`src/rtl/alb_arbiter.sv`:
```
// Two-requester round-robin front end for the shared ALB + normalizer datapath.
// One operation in flight: IDLE -> EXEC -> (NORM) -> RESP -> IDLE.
module alb_arbiter #(
    parameter int W     = 10,
    parameter int CNT_W = 16
) (
    input  logic             clk,
    input  logic             rst_n,
    input  logic [1:0]       req_valid,
    output logic [1:0]       req_ready,
    input  logic [1:0]       req0_sel,
    input  logic [1:0]       req1_sel,
    input  logic [W-1:0]     req0_r,
    input  logic [W-1:0]     req1_r,
    input  logic [W-1:0]     req0_s,
    input  logic [W-1:0]     req1_s,
    input  logic             req0_ci,
    input  logic             req1_ci,
    input  logic             req0_norm,
    input  logic             req1_norm,
    output logic [W-1:0]     alb_r,
    output logic [W-1:0]     alb_s,
    output logic             alb_ci,
    output logic [1:0]       alb_sel,
    input  logic [W-1:0]     alb_f,
    input  logic             alb_co,
    input  logic             alb_vo,
    input  logic             alb_no,
    input  logic             alb_zo,
    output logic [W-1:0]     norm_in,
    output logic             norm_en,
    input  logic [W-1:0]     norm_out,
    output logic             rsp_valid,
    input  logic             rsp_ready,
    output logic             rsp_id,
    output logic [W-1:0]     rsp_f,
    output logic [3:0]       rsp_flags,
    output logic             busy,
    output logic [CNT_W-1:0] ops_done
);
    localparam logic [1:0] S_IDLE = 2'd0;
    localparam logic [1:0] S_EXEC = 2'd1;
    localparam logic [1:0] S_NORM = 2'd2;
    localparam logic [1:0] S_RESP = 2'd3;

    logic [1:0]       state;
    logic             rr;        // index of the last granted requester
    logic [1:0]       gnt;
    logic             accept;
    logic [1:0]       op_sel;
    logic [W-1:0]     op_r, op_s;
    logic             op_ci, op_norm, op_id;
    logic [W-1:0]     res;
    logic [3:0]       flg;
    logic [W-1:0]     rsp_f_q;
    logic [3:0]       rsp_flags_q;
    logic             rsp_id_q;
    logic [CNT_W-1:0] ops_done_q;

    always_comb begin
        gnt = 2'b00;
        if (state == S_IDLE) begin
            case (req_valid)
                2'b01:   gnt = 2'b01;
                2'b10:   gnt = 2'b10;
                2'b11:   gnt = rr ? 2'b01 : 2'b10;
                default: gnt = 2'b00;
            endcase
        end
    end

    assign accept = |(req_valid & gnt);

    // Response registers load only on entry to RESP so they hold while rsp_valid=0.
    always_ff @(posedge clk) begin
        if (!rst_n) begin
            state       <= S_IDLE;
            rr          <= 1'b1;
            op_sel      <= '0;
            op_r        <= '0;
            op_s        <= '0;
            op_ci       <= 1'b0;
            op_norm     <= 1'b0;
            op_id       <= 1'b0;
            res         <= '0;
            flg         <= '0;
            rsp_f_q     <= '0;
            rsp_flags_q <= '0;
            rsp_id_q    <= 1'b0;
            ops_done_q  <= '0;
        end else begin
            case (state)
                S_IDLE: begin
                    if (accept) begin
                        op_sel  <= gnt[1] ? req1_sel  : req0_sel;
                        op_r    <= gnt[1] ? req1_r    : req0_r;
                        op_s    <= gnt[1] ? req1_s    : req0_s;
                        op_ci   <= gnt[1] ? req1_ci   : req0_ci;
                        op_norm <= gnt[1] ? req1_norm : req0_norm;
                        op_id   <= gnt[1];
                        rr      <= gnt[1];
                        state   <= S_EXEC;
                    end
                end
                S_EXEC: begin
                    res <= alb_f;
                    flg <= {alb_co, alb_vo, alb_no, alb_zo};
                    if (op_norm) begin
                        state <= S_NORM;
                    end else begin
                        rsp_f_q     <= alb_f;
                        rsp_flags_q <= {alb_co, alb_vo, alb_no, alb_zo};
                        rsp_id_q    <= op_id;
                        state       <= S_RESP;
                    end
                end
                S_NORM: begin
                    res         <= norm_out;
                    rsp_f_q     <= norm_out;
                    rsp_flags_q <= flg;
                    rsp_id_q    <= op_id;
                    state       <= S_RESP;
                end
                default: begin
                    if (rsp_ready) begin
                        ops_done_q <= ops_done_q + CNT_W'(1);
                        state      <= S_IDLE;
                    end
                end
            endcase
        end
    end

    assign req_ready = gnt;
    assign alb_r     = op_r;
    assign alb_s     = op_s;
    assign alb_ci    = op_ci;
    assign alb_sel   = op_sel;
    assign norm_in   = res;
    assign norm_en   = (state == S_NORM);
    assign rsp_valid = (state == S_RESP);
    assign rsp_id    = rsp_id_q;
    assign rsp_f     = rsp_f_q;
    assign rsp_flags = rsp_flags_q;
    assign busy      = (state != S_IDLE);
    assign ops_done  = ops_done_q;
endmodule

```
`config.mk`:
```
export PLATFORM = sky130hd
export DESIGN_NAME = alb_arbiter
export DESIGN_NICKNAME = d
export VERILOG_FILES = /design/src/rtl/alb_arbiter.sv
export SDC_FILE = /design/constraint.sdc
export NUM_CORES = 1
export LEC_CHECK = 0
export BUFFER_PORTS_ARGS = -buffer_cell sky130_fd_sc_hd__buf_2
export CORE_UTILIZATION = 35
export CTS_CLUSTER_SIZE = 10
export DETAILED_ROUTE_END_ITERATION = 8
export PLACE_DENSITY_LB_ADDON = 0.15
export SETUP_SLACK_MARGIN = 0.4
export SYNTH_ARGS = -nofsm -noshare
export SYNTH_HDL_FRONTEND = slang
export SYNTH_SLANG_ARGS = --single-unit
export TNS_END_PERCENT = 5
```
`constraint.sdc`:
```
create_clock -name clk -period 1.8 [get_ports clk]
set_input_delay 0.09 -clock clk [delete_from_list [all_inputs] [get_ports clk]]
set_output_delay 0.09 -clock clk [all_outputs]
set_load 0.05 [all_outputs]
```
* Word-level counts from Yosys, hierarchy flattened
Index checks and enable logic that the tools add are counted.
** Word-level totals
- Register bits :: 73
- Bits in latches :: 0
- RAM bits :: 0
- Bits in read-only memories :: 0
- Output and inout port bits :: 69
- Word-level logic and storage cells :: 54
- Memories kept :: 0
** Operators by class
- Add/subtract/negate cells :: 1
- $mul :: 0
- Divide/modulo/power cells :: 0
- Magnitude comparators :: 0
- Equality and inequality tests :: 8
- Shifts and indexed selects :: 0
- Mux-type cells :: 19
- Bitwise logic cells :: 2
- Reduce and logical (&&, ||, !) cells :: 10
** Operator list (count)
- case mux 10 bit (2 select lines) :: 2
- two-way mux 10 bit :: 3
- adder 16 x 1 -> 16 bit, second input constant :: 1
- case mux 2 bit (3 select lines) :: 2
- two-way mux 2 bit :: 5
- == test 2 bit, second input constant :: 4
- case mux 4 bit (2 select lines) :: 1
- AND reduction 2 bit :: 4
- == test 2 x 1 -> 1 bit, second input constant :: 2
- two-way mux 1 bit :: 4
- two-way mux 4 bit :: 1
- != test 2 bit, second input constant :: 2
- nonzero test 2 bit :: 2
- nonzero test 4 bit :: 1
- OR reduction 3 bit :: 1
- bitwise AND 2 bit :: 1
- logical NOT 2 bit :: 1
- case mux 1 bit (2 select lines) :: 1
- OR reduction 2 bit :: 1
- NOT 1 bit :: 1

* Logic depth before layout (Yosys ltp)
Gate-level depths: netlist of the first run.
- Depth in word-level cells :: 7
- Mapped depth :: 9
- Depth with buffers taken out :: 6

* Worst setup path before layout of the first run
OpenSTA, ideal clock, no wires.
- Path kind :: register to register
- From :: register state[0]
- To :: register rsp_f_q[8] (netlist: rsp_f[8])
- Setup time :: 0.116 ns
- Arrival time :: 1.934 ns
- Path slack :: -0.250 ns
- Cell stages (with the launch flop) :: 10
- Cell sequence :: dfxtp_1 -> inv_1 -> ha_1 -> buf_2 -> inv_1 -> o21ai_1 -> buf_2 -> buf_2 -> nand2_1 -> o211a_1
** On the way
- Cells in the longest elaborated chain, start to end :: 3
** RTL lines
- start: declaration :: RTL line 46 : logic [1:0] state;
- start signal: assignment :: RTL line 77 : state <= S_IDLE;
- start signal: assignment :: RTL line 102 : state <= S_EXEC;
- start signal: assignment :: RTL line 109 : state <= S_NORM;
- == test 2 bit (*)
- via norm_en :: RTL line 31 : output logic norm_en,
- nonzero test 2 bit (no source line)
- AND reduction 2 bit (no source line)
- end signal: assignment :: RTL line 111 : rsp_f_q <= alb_f;
- end signal: assignment :: RTL line 119 : rsp_f_q <= norm_out;
- end: declaration :: RTL line 55 : logic [W-1:0] rsp_f_q;
Mark *: on every way through the listed nets, which the timed path passes. The rest lies on a longest branch.
A chain may end at the register's enable or synchronous reset.

* Worst setup path after layout of the first run
- From :: register state[1]
- To :: register rsp_f_q[7] (netlist: rsp_f[7])
** On the way
- Cells in the longest elaborated chain, start to end :: 3
** RTL lines
- == test 2 x 1 -> 1 bit / == test 2 bit (equally long branches) :: RTL line 92 : case (state)
- != test 2 bit (no source line) / nonzero test 2 bit (equally long branches)
- AND reduction 2 bit (no source line)
Several ways; a longest one is shown, not always the timed one.

==> flow_summary.ini, run 1 <==
[cts]
cts_buffer_depth = 2
cts.sinks = 73
clk_latency_ns = 0.35
ctsHoldBuffers = 0
cts_htree_levels = 3
cts-root-buf = clkbuf_8
cts_made_buffers = 9
cts_tree = done
clk_pin_slew_ns = 0.08

[global_routing]
busiest_layer = met2
antenna_found_initial = 0
met1_usage = 0.205
grt_use_met2 = 0.299
grt_pass1_vias = 2948
grt_pass1_wl_mm = 13.7
globalRouteTotalUtil = 0.175
grt_overflow_total = 0
grt_max_degree = 77
grt_use_met3 = 0.0534

[die]
die_h_um = 99.7
die_w_um = 99.7
core_area_sq_um = 9240
die_area_sq_um = 9950
row_count = 35
start_util = 0.362
top_level_ports = 146

[worst_setup_path]
end_kind = flip-flop
arrival_ns = 1.75
worst_ep_required_time_ns = 2.05
timing.rr.start = state[1]
cp_max_fo = 7
crit_path_start_kind = flip-flop
startpoint = state[1]
path_class = reg -> reg

[yosys]
syn_inst = 363
avgSynthCellArea_sq_um = 9.21
synth_seq_cells = 73
synth_cell_type_count = 35
yosysSeqAreaShare = 0.437
syn-cell-area_sq_um = 3340
syn_nets = 446
yosys_warnings = 0

[final_layout]
antennaDiodeCount = 0
drive_above_1_share = 0.415
fin_nets = 596
stdcell_area_sq_um = 4750
area.growth.synth_to_final_pct = 42.0

[sta]
tightest_slew_ns = 0.320
finalHoldViolCount = 0
setup_viol = 0
drv_slew = 0
finalSetupTns_ns = 0
max_freq_ghz = 0.667
skew_ns = 0.0104
period_minus_slack_ns = 1.50
setup_ws_ns = 0.302
period_share = 0.832
max_slew_margin = 0.784
rsz0062_at_grt = yes

[pwr]
p_int_mw = 4.34
power_density_nw_per_um2 = 1680
comb_power_share = 0.552
power_leakage_nw = 2.32
ir_worst_vdd_mv = 0.974
total_power_mw = 7.97
swShare = 0.455
seqPwrFrac = 0.285
p_clk_frac = 0.163
p_sw_mw = 3.63

[drt]
dr.first_iter.drc_count = 103
firstDrtPassIters = 4
wl_mm = 8.68
wire_per_inst_um = 13.4
ant_nets = 0
route.vias.total = 3142
drc = 0
vias_per_cell = 4.86

[min_path]
hold_path.class = in -> reg
worstHoldStart = alb_no

[placed_design]
gp_congestion = 0.738
place_area_sq_um = 4300
dp_hpwl_mm = 5.91
preCtsSetupSlack_ns = 0.224
numPortBuffers = 145

[outcome]
status = complete, no violations

[run]
cap_violations = 0
[logic make-up (layout without fill, tap and decap cells)]
group	count (synthesis)	in the layout	share of synthesized area
simple gates	129	129	0.204
compound gates	85	85	0.196
xor+xnor	9	9	0.0236
mux	24	24	0.0719
buf+inv	37	192	0.0445
fa+ha+maj	6	6	0.0225
flops	73	73	0.437
[state kept, by name (all words and copies together), names as in the netlist, 2 cells and up]
register	count
alb_r	10
alb_s	10
alb_sel	2
flg	4
norm_in	10
ops_done	16
rsp_f	10
rsp_flags	4
state	2
[metal layers]
| layer | wire, um | vias to the layer above |
|---|---|---|
| met1 | 3780 | 1467 |
| li1 | - | 1577 |
| met3 | 448 | 15 |
| met5 | 0 | - |
| met4 | 171 | 0 |
| met2 | 4280 | 83 |
[placed cells by master, fill, tap and decap left out, drive strengths merged]
master,n
and4,1
ha,6
nor4,3
clkinvlp,1
a31oi,1
dfxtp,73
o211a,24
a21boi,6
nor2b,8
a32oi,24
nand2,61
nand4,3
o21ai,30
buf,164
nand3,5
clkbuf,14
nor3,4
nand2b,5
xnor2,4
nor3b,1
and3,1
mux2i,24
xor2,5
inv,10
nor2,1
and2,32
clkinv,2
bufbuf,1
or3,4
[critical path, stage by stage (launching register included)]
cell and delay [ns]:
dfxtp_4 0.38, buf_4 0.12, ha_4 0.18, inv_2 0.06, o21ai_4 0.28, clkbuf_16 0.22, nand2_1 0.05, o211a_1 0.12
[worst paths after layout]
kind | cells past startpoint | end | slack (ns)
worst max-delay path | 7 | rsp_f[7] | 0.30
worst min-delay path | 3 | flg[1] | 0.03
worst max register to register | 7 | rsp_f[7] | 0.30
worst min register to register | 2 | ops_done[15] | 0.47
[final cells by class]
cell class	count	area, sq um
Tap cell	129	161
Fill cell	892	4490
Multi-Input combinational cell	253	1830
Clock inverter	4	31.3
Timing Repair Buffer	167	1020
Clock buffer	12	178
Inverter	9	33.8
Sequential cell	73	1500
[cell usage after synthesis (all sizes together)]
cell type / count / area, sq um
a21boi: 6 / 48.8
a31oi: 1 / 6.26
a32oi: 24 / 210
and2: 32 / 200
and3: 1 / 6.26
and4: 1 / 8.76
buf: 9 / 43.8
clkbuf: 19 / 71.3
dfxtp: 73 / 1460
ha: 6 / 75.1
inv: 9 / 33.8
mux2i: 24 / 240
nand2: 61 / 231
nand2b: 5 / 31.3
nand3: 5 / 50.0
nand4: 3 / 18.8
nor2: 1 / 3.75
nor2b: 8 / 50.1
nor3: 4 / 25.0
nor3b: 1 / 7.51
nor4: 3 / 18.8
o211a: 24 / 240
o21ai: 30 / 150
or3: 4 / 31.3
xnor2: 4 / 35.0
xor2: 5 / 43.8
[power groups by stage]
| stage | sequential, mW | combinational, mW | clock [mW] |
|---|---|---|---|
| 2_1_floorplan | 3.52 | 1.73 | 0 |
| 3_3_place_gp | 2.30 | 3.79 | 0 |
| 4_1_cts | 2.28 | 4.18 | 1.35 |
| 3_5_place_dp | 2.32 | 3.84 | 0 |
| 6_report | 2.27 | 4.40 | 1.30 |
| 5_1_grt | 2.32 | 4.69 | 1.41 |
[timing repair]
item / 4_1_cts / 5_1_grt
pin swaps: 5 / 2
gates cloned: 1 / 2
endpoints found under the setup margin: 58 / 66
setup buffers: 9 / 1
gates resized for setup: 14 / 4
[stage by stage]
step                      std cells   util  hold WS [ns]
after floorplan                 363      -         0.247
after CTS                       644  0.505        0.0145
final                           647  0.514        0.0290
after detailed placement        618  0.466         0.386
after global placement          618  0.466         0.364
after global routing            647  0.514        0.0163
No activity file was read; power rests on OpenSTA's default activity.
==> inputs of run 2 (changes only) <==
Clock period 1.8 ns to 1.35 ns, I/O delays scaled along.
==> flow_summary.ini, run 2 (same netlist as run 1, synthesis figures left out) <==
[outcome]
status = finished with violations
violations = setup timing

[sta]
rsz0062_at_grt = yes
skew_ns = 0.0134
drv_slew = 0
max_slew_margin = 0.776
setup_viol = 55
max_freq_ghz = 0.654
finalHoldViolCount = 0
setup_ws_ns = -0.179
tightest_slew_ns = 0.333
period_share = 1.13
period_minus_slack_ns = 1.53

[global_routing]
grt_overflow_total = 0
grt_pass1_wl_mm = 14.3
grt_max_degree = 33
globalRouteTotalUtil = 0.181
grt_pass1_vias = 3121
antenna_found_initial = 0

[worst_setup_path]
cp_max_fo = 4
reg2reg_slack_ns = -0.18
crit_slowest_cell = dfxtp_4
crit_path_start_kind = flip-flop
cp_top_family = simple AND/OR/NAND/NOR gates
arrival_ns = 1.80
critPathBufInv = 0
path_cells = ha_4, nand3_4, or3_4, or3_1, a21boi_1
end_kind = flip-flop
cpPeakStageDelay_ns = 0.39
timing.rr.end = ops_done[12]
r2r_cells = 5
worst_ep_required_time_ns = 1.63
path_class = reg -> reg
timing.rr.start = state[0]

[drt]
firstDrtPassIters = 5
met2_wirelength_mm = 4.70
wl_mm = 9.18
ant_nets = 0
route.vias.total = 3227
top_layer = met4
drc = 0
wire_per_inst_um = 13.8
route.met3.wl_um = 468
vias_per_cell = 4.85
dr.first_iter.drc_count = 86
wl_met1_mm = 3.85

[pwr]
ir_worst_vdd_mv = 1.20
seqPwrFrac = 0.270
power_leakage_nw = 2.55
p_int_mw = 6.57
total_power_mw = 11.6
p_sw_mw = 5.06
p_clk_frac = 0.150
comb_power_share = 0.581
swShare = 0.435
power_density_nw_per_um2 = 2090

[placed_design]
place_inst = 640
preCtsSetupSlack_ns = -0.117
gp_congestion = 0.776
place_area_sq_um = 4540
numPortBuffers = 145
dp_hpwl_mm = 6.20

[die]
die_area_sq_um = 9950
start_util = 0.362
die_h_um = 99.7
row_count = 35
core_area_sq_um = 9240
die_w_um = 99.7
top_level_ports = 146

[final_layout]
final_core_util = 0.602
largest_reg_flops = 16
fin_cells = 665
drive_above_1_share = 0.476
final_cell_mix = buf_2, buf_6, nand2_1, dfxtp_1, and2_1
stdcell_area_sq_um = 5560
area.growth.synth_to_final_pct = 66.4
fin_nets = 615
layout_commonest_cell = buf_2
antennaDiodeCount = 0

[cts]
cts_made_buffers = 9
clk_latency_ns = 0.34
cts_htree_levels = 3
clk_pin_slew_ns = 0.08
cts.sinks = 73
cts_tree = done
cts_buffer_depth = 2
cts-root-buf = clkbuf_8

[run]
cap_violations = 0

[min_path]
min_path_cells = 3
hold_path.class = in -> reg
hold-path-endpoint = flg[2]
worstHoldStart = alb_vo
run 2: cell count changes in the layout (fill, tap and decap cells not counted), moves of 3 or more:
cell / previous run / this run
buf_8: 0 / 12
buf_2: 142 / 77
nor3_2: 0 / 3
nor3_1: 3 / 0
mux2i_2: 0 / 7
buf_4: 16 / 20
mux2i_1: 24 / 15
buf_12: 4 / 10
buf_6: 2 / 65
run 2: what timing repair did:
item                       4_1_cts  5_1_grt
hold endpoints to repair         2        0
hold buffers                     2        0
buffers inserted                 4        4
resized for setup               77      182
setup endpoints to repair      141      142
pin swaps                       11       14
run 2: worst max-delay path by stage:
stage,from,endpoint,slack (ns),depth (start not counted)
finish,state[0],ops_done[12],-0.18,5
floorplan,state[0],rsp_f[8],-0.19,9
global route,state[0],ops_done[12],-0.22,5
CTS,state[0],ops_done[12],-0.12,5
global placement,state[0],ops_done[14],-0.08,5
detailed placement,state[0],ops_done[15],-0.12,5
run 2: worst min-delay path, stage by stage:
cell and delay, ns:
buf_2 0.09, mux2i_1 0.06, nor2b_1 0.11
run 2: power by group through the flow:
stage / combinational (mW) / clock (mW) / sequential, mW
final: 6.76 / 1.74 / 3.14
after global routing: 7.16 / 1.90 / 3.20
after CTS: 6.04 / 1.80 / 3.03
after detailed placement: 5.52 / 0 / 3.06
after global placement: 5.46 / 0 / 3.04
after floorplan: 2.30 / 0 / 4.69
run 2: layout make-up:
type	count	area (sq um)
fillers	822	3680
multi-input cells	253	1990
repair buffers	186	1670
flip-flops and latches	73	1500
clock buffers	12	188
well taps	129	161
inverters	9	36.3
clock inverters	3	20.0
run 2: stage by stage:
stage          setup TNS (ns)  hold WS [ns]
2_1_floorplan           -5.63         0.225
3_3_place_gp           -0.913         0.342
3_5_place_dp            -1.37         0.352
4_1_cts                 -1.63       0.00444
5_1_grt                 -6.64        0.0342
6_report                -2.39        0.0213
run 2: metal layers:
| layer | global-route usage | vias up |
|---|---|---|
| met5 | 0 | - |
| met4 | 0.0600 | 0 |
| met2 | 0.318 | 74 |
| li1 | - | 1616 |
| met3 | 0.0569 | 13 |
| met1 | 0.207 | 1524 |
==> inputs of run 3 (changes only) <==
Settings changed: CELL_PAD_IN_SITES_DETAIL_PLACEMENT from default to 2, CELL_PAD_IN_SITES_GLOBAL_PLACEMENT from default to 2, CORE_UTILIZATION 35 to 24, SKIP_CTS_REPAIR_TIMING from default to 1.
==> flow_summary.ini, run 3 (same netlist as run 1, synthesis figures left out) <==
[outcome]
status = finished with violations
violations = setup timing

[die]
top_level_ports = 146
core_area_sq_um = 13400
die_w_um = 120
die_h_um = 120
die_area_sq_um = 14400
row_count = 42
start_util = 0.249

[worst_setup_path]
startpoint = state[0]
crit_slowest_cell = dfxtp_4
timing.rr.end = ops_done[5]
reg2reg_slack_ns = -0.16
arrival_ns = 1.79
cpPeakStageDelay_ns = 0.38
end_kind = flip-flop
path_class = reg -> reg
timing.rr.start = state[0]
cp_max_fo = 4
worst_ep_required_time_ns = 1.63
path_cells = ha_4, nand4_1, buf_4, nor3_2, xor2_1, and2_1
crit_path_start_kind = flip-flop
r2r_cells = 6
endpoint = ops_done[5]

[sta]
skew_ns = 0.00492
setup_ws_ns = -0.162
tightest_slew_ns = 0.416
drv_slew = 0
max_freq_ghz = 0.661
setup_viol = 38
finalSetupTns_ns = -2.28
period_minus_slack_ns = 1.51
max_slew_margin = 0.720
finalHoldViolCount = 0
period_share = 1.12
rsz0062_at_grt = yes

[pwr]
power_density_nw_per_um2 = 2210
swShare = 0.440
power_leakage_nw = 2.50
p_clk_frac = 0.207
ir_worst_vdd_mv = 1.27
comb_power_share = 0.529
p_int_mw = 6.47
p_sw_mw = 5.09
seqPwrFrac = 0.264

[drt]
drc = 0
wire_per_inst_um = 15.8
route.vias.total = 3316
dr.first_iter.drc_count = 80
wl_mm = 11.3
vias_per_cell = 4.65
firstDrtPassIters = 4
ant_nets = 0

[cts]
cts_tree = done
cts_htree_levels = 3
cts-root-buf = clkbuf_16
cts_buffer_depth = 2
clk_latency_ns = 0.34
cts.sinks = 73
clk_pin_slew_ns = 0.06
cts_made_buffers = 9

[global_routing]
globalRouteTotalUtil = 0.155
grt_pass1_wl_mm = 17.3
grt_pass1_vias = 3497
antenna_found_initial = 0
grt_overflow_total = 0
grt_max_degree = 77

[final_layout]
fillers = 1491
largest_reg_flops = 16
area.growth.synth_to_final_pct = 56.4
drive_above_1_share = 0.462
multiInputGateArea_sq_um = 1910
final-seq-area_sq_um = 1500
layout_commonest_cell = buf_2
final_core_util = 0.390
antennaDiodeCount = 0
fin_nets = 615
fin_cells = 713
final_cell_mix = buf_2, dfxtp_1, nand2_1
stdcell_area_sq_um = 5230

[placed_design]
dp_hpwl_mm = 7.87
place_inst = 689
place_area_sq_um = 4590
gp_congestion = 0.730
numPortBuffers = 145
preCtsSetupSlack_ns = -0.185

[min_path]
min_path_cells = 3
hold_path.class = in -> reg

[run]
cap_violations = 0
run 3: cell count changes in the layout (fill, tap and decap cells not counted), sizes merged:
cell | previous run | this run
dlygate4sd3 | 2 | 0
clkinv | 1 | 4
inv | 9 | 10
clkinvlp | 2 | 0
clkbuf | 12 | 11
bufinv | 0 | 1
buf | 184 | 185
run 3: layout make-up:
cell class,count,area share
timing repair buffer,186,0.244
inverter,9,0.00646
clock inverter,6,0.0108
tap,176,0.0421
multi-input combinational,253,0.365
sequential,73,0.287
clock buffer,10,0.0457
run 3: worst min-delay path by stage:
stage / slack [ns] / from / to
after CTS: -0.007 / alb_no / flg[1]
after global placement: 0.34 / alb_no / flg[1]
after floorplan: 0.22 / rsp_ready / ops_done[1]
final: 0.004 / alb_no / flg[1]
after global routing: 0.002 / alb_no / flg[1]
after detailed placement: 0.36 / alb_no / flg[1]
run 3: power groups by stage:
stage | Clock, mW | Combinational, mW | Sequential, mW
after floorplan | 0 | 2.30 | 4.69
after global placement | 0 | 5.56 | 3.06
after detailed placement | 0 | 5.68 | 3.09
after CTS | 2.51 | 5.70 | 3.06
after global routing | 2.57 | 6.55 | 3.13
final | 2.39 | 6.11 | 3.05
run 3: routing by layer:
metal,global-route usage,wire (um)
met5,0,0
met1,0.166,4630
met2,0.284,6020
met4,0.0492,119
met3,0.0485,506
run 3: worst max-delay path, delay by kind of cell (launching register included):
family	cells	cell delay, ns
simple gates	3	0.50
flops	1	0.38
buf+inv	1	0.23
xor+xnor	1	0.19
fa+ha+maj	1	0.16
run 3: per-stage QoR:
stage	hold slack, ns	total power, mW
6_report	0.00372	11.6
5_1_grt	0.00174	12.3
4_1_cts	-0.00732	11.3
3_5_place_dp	0.358	8.77
3_3_place_gp	0.342	8.62
2_1_floorplan	0.225	6.99
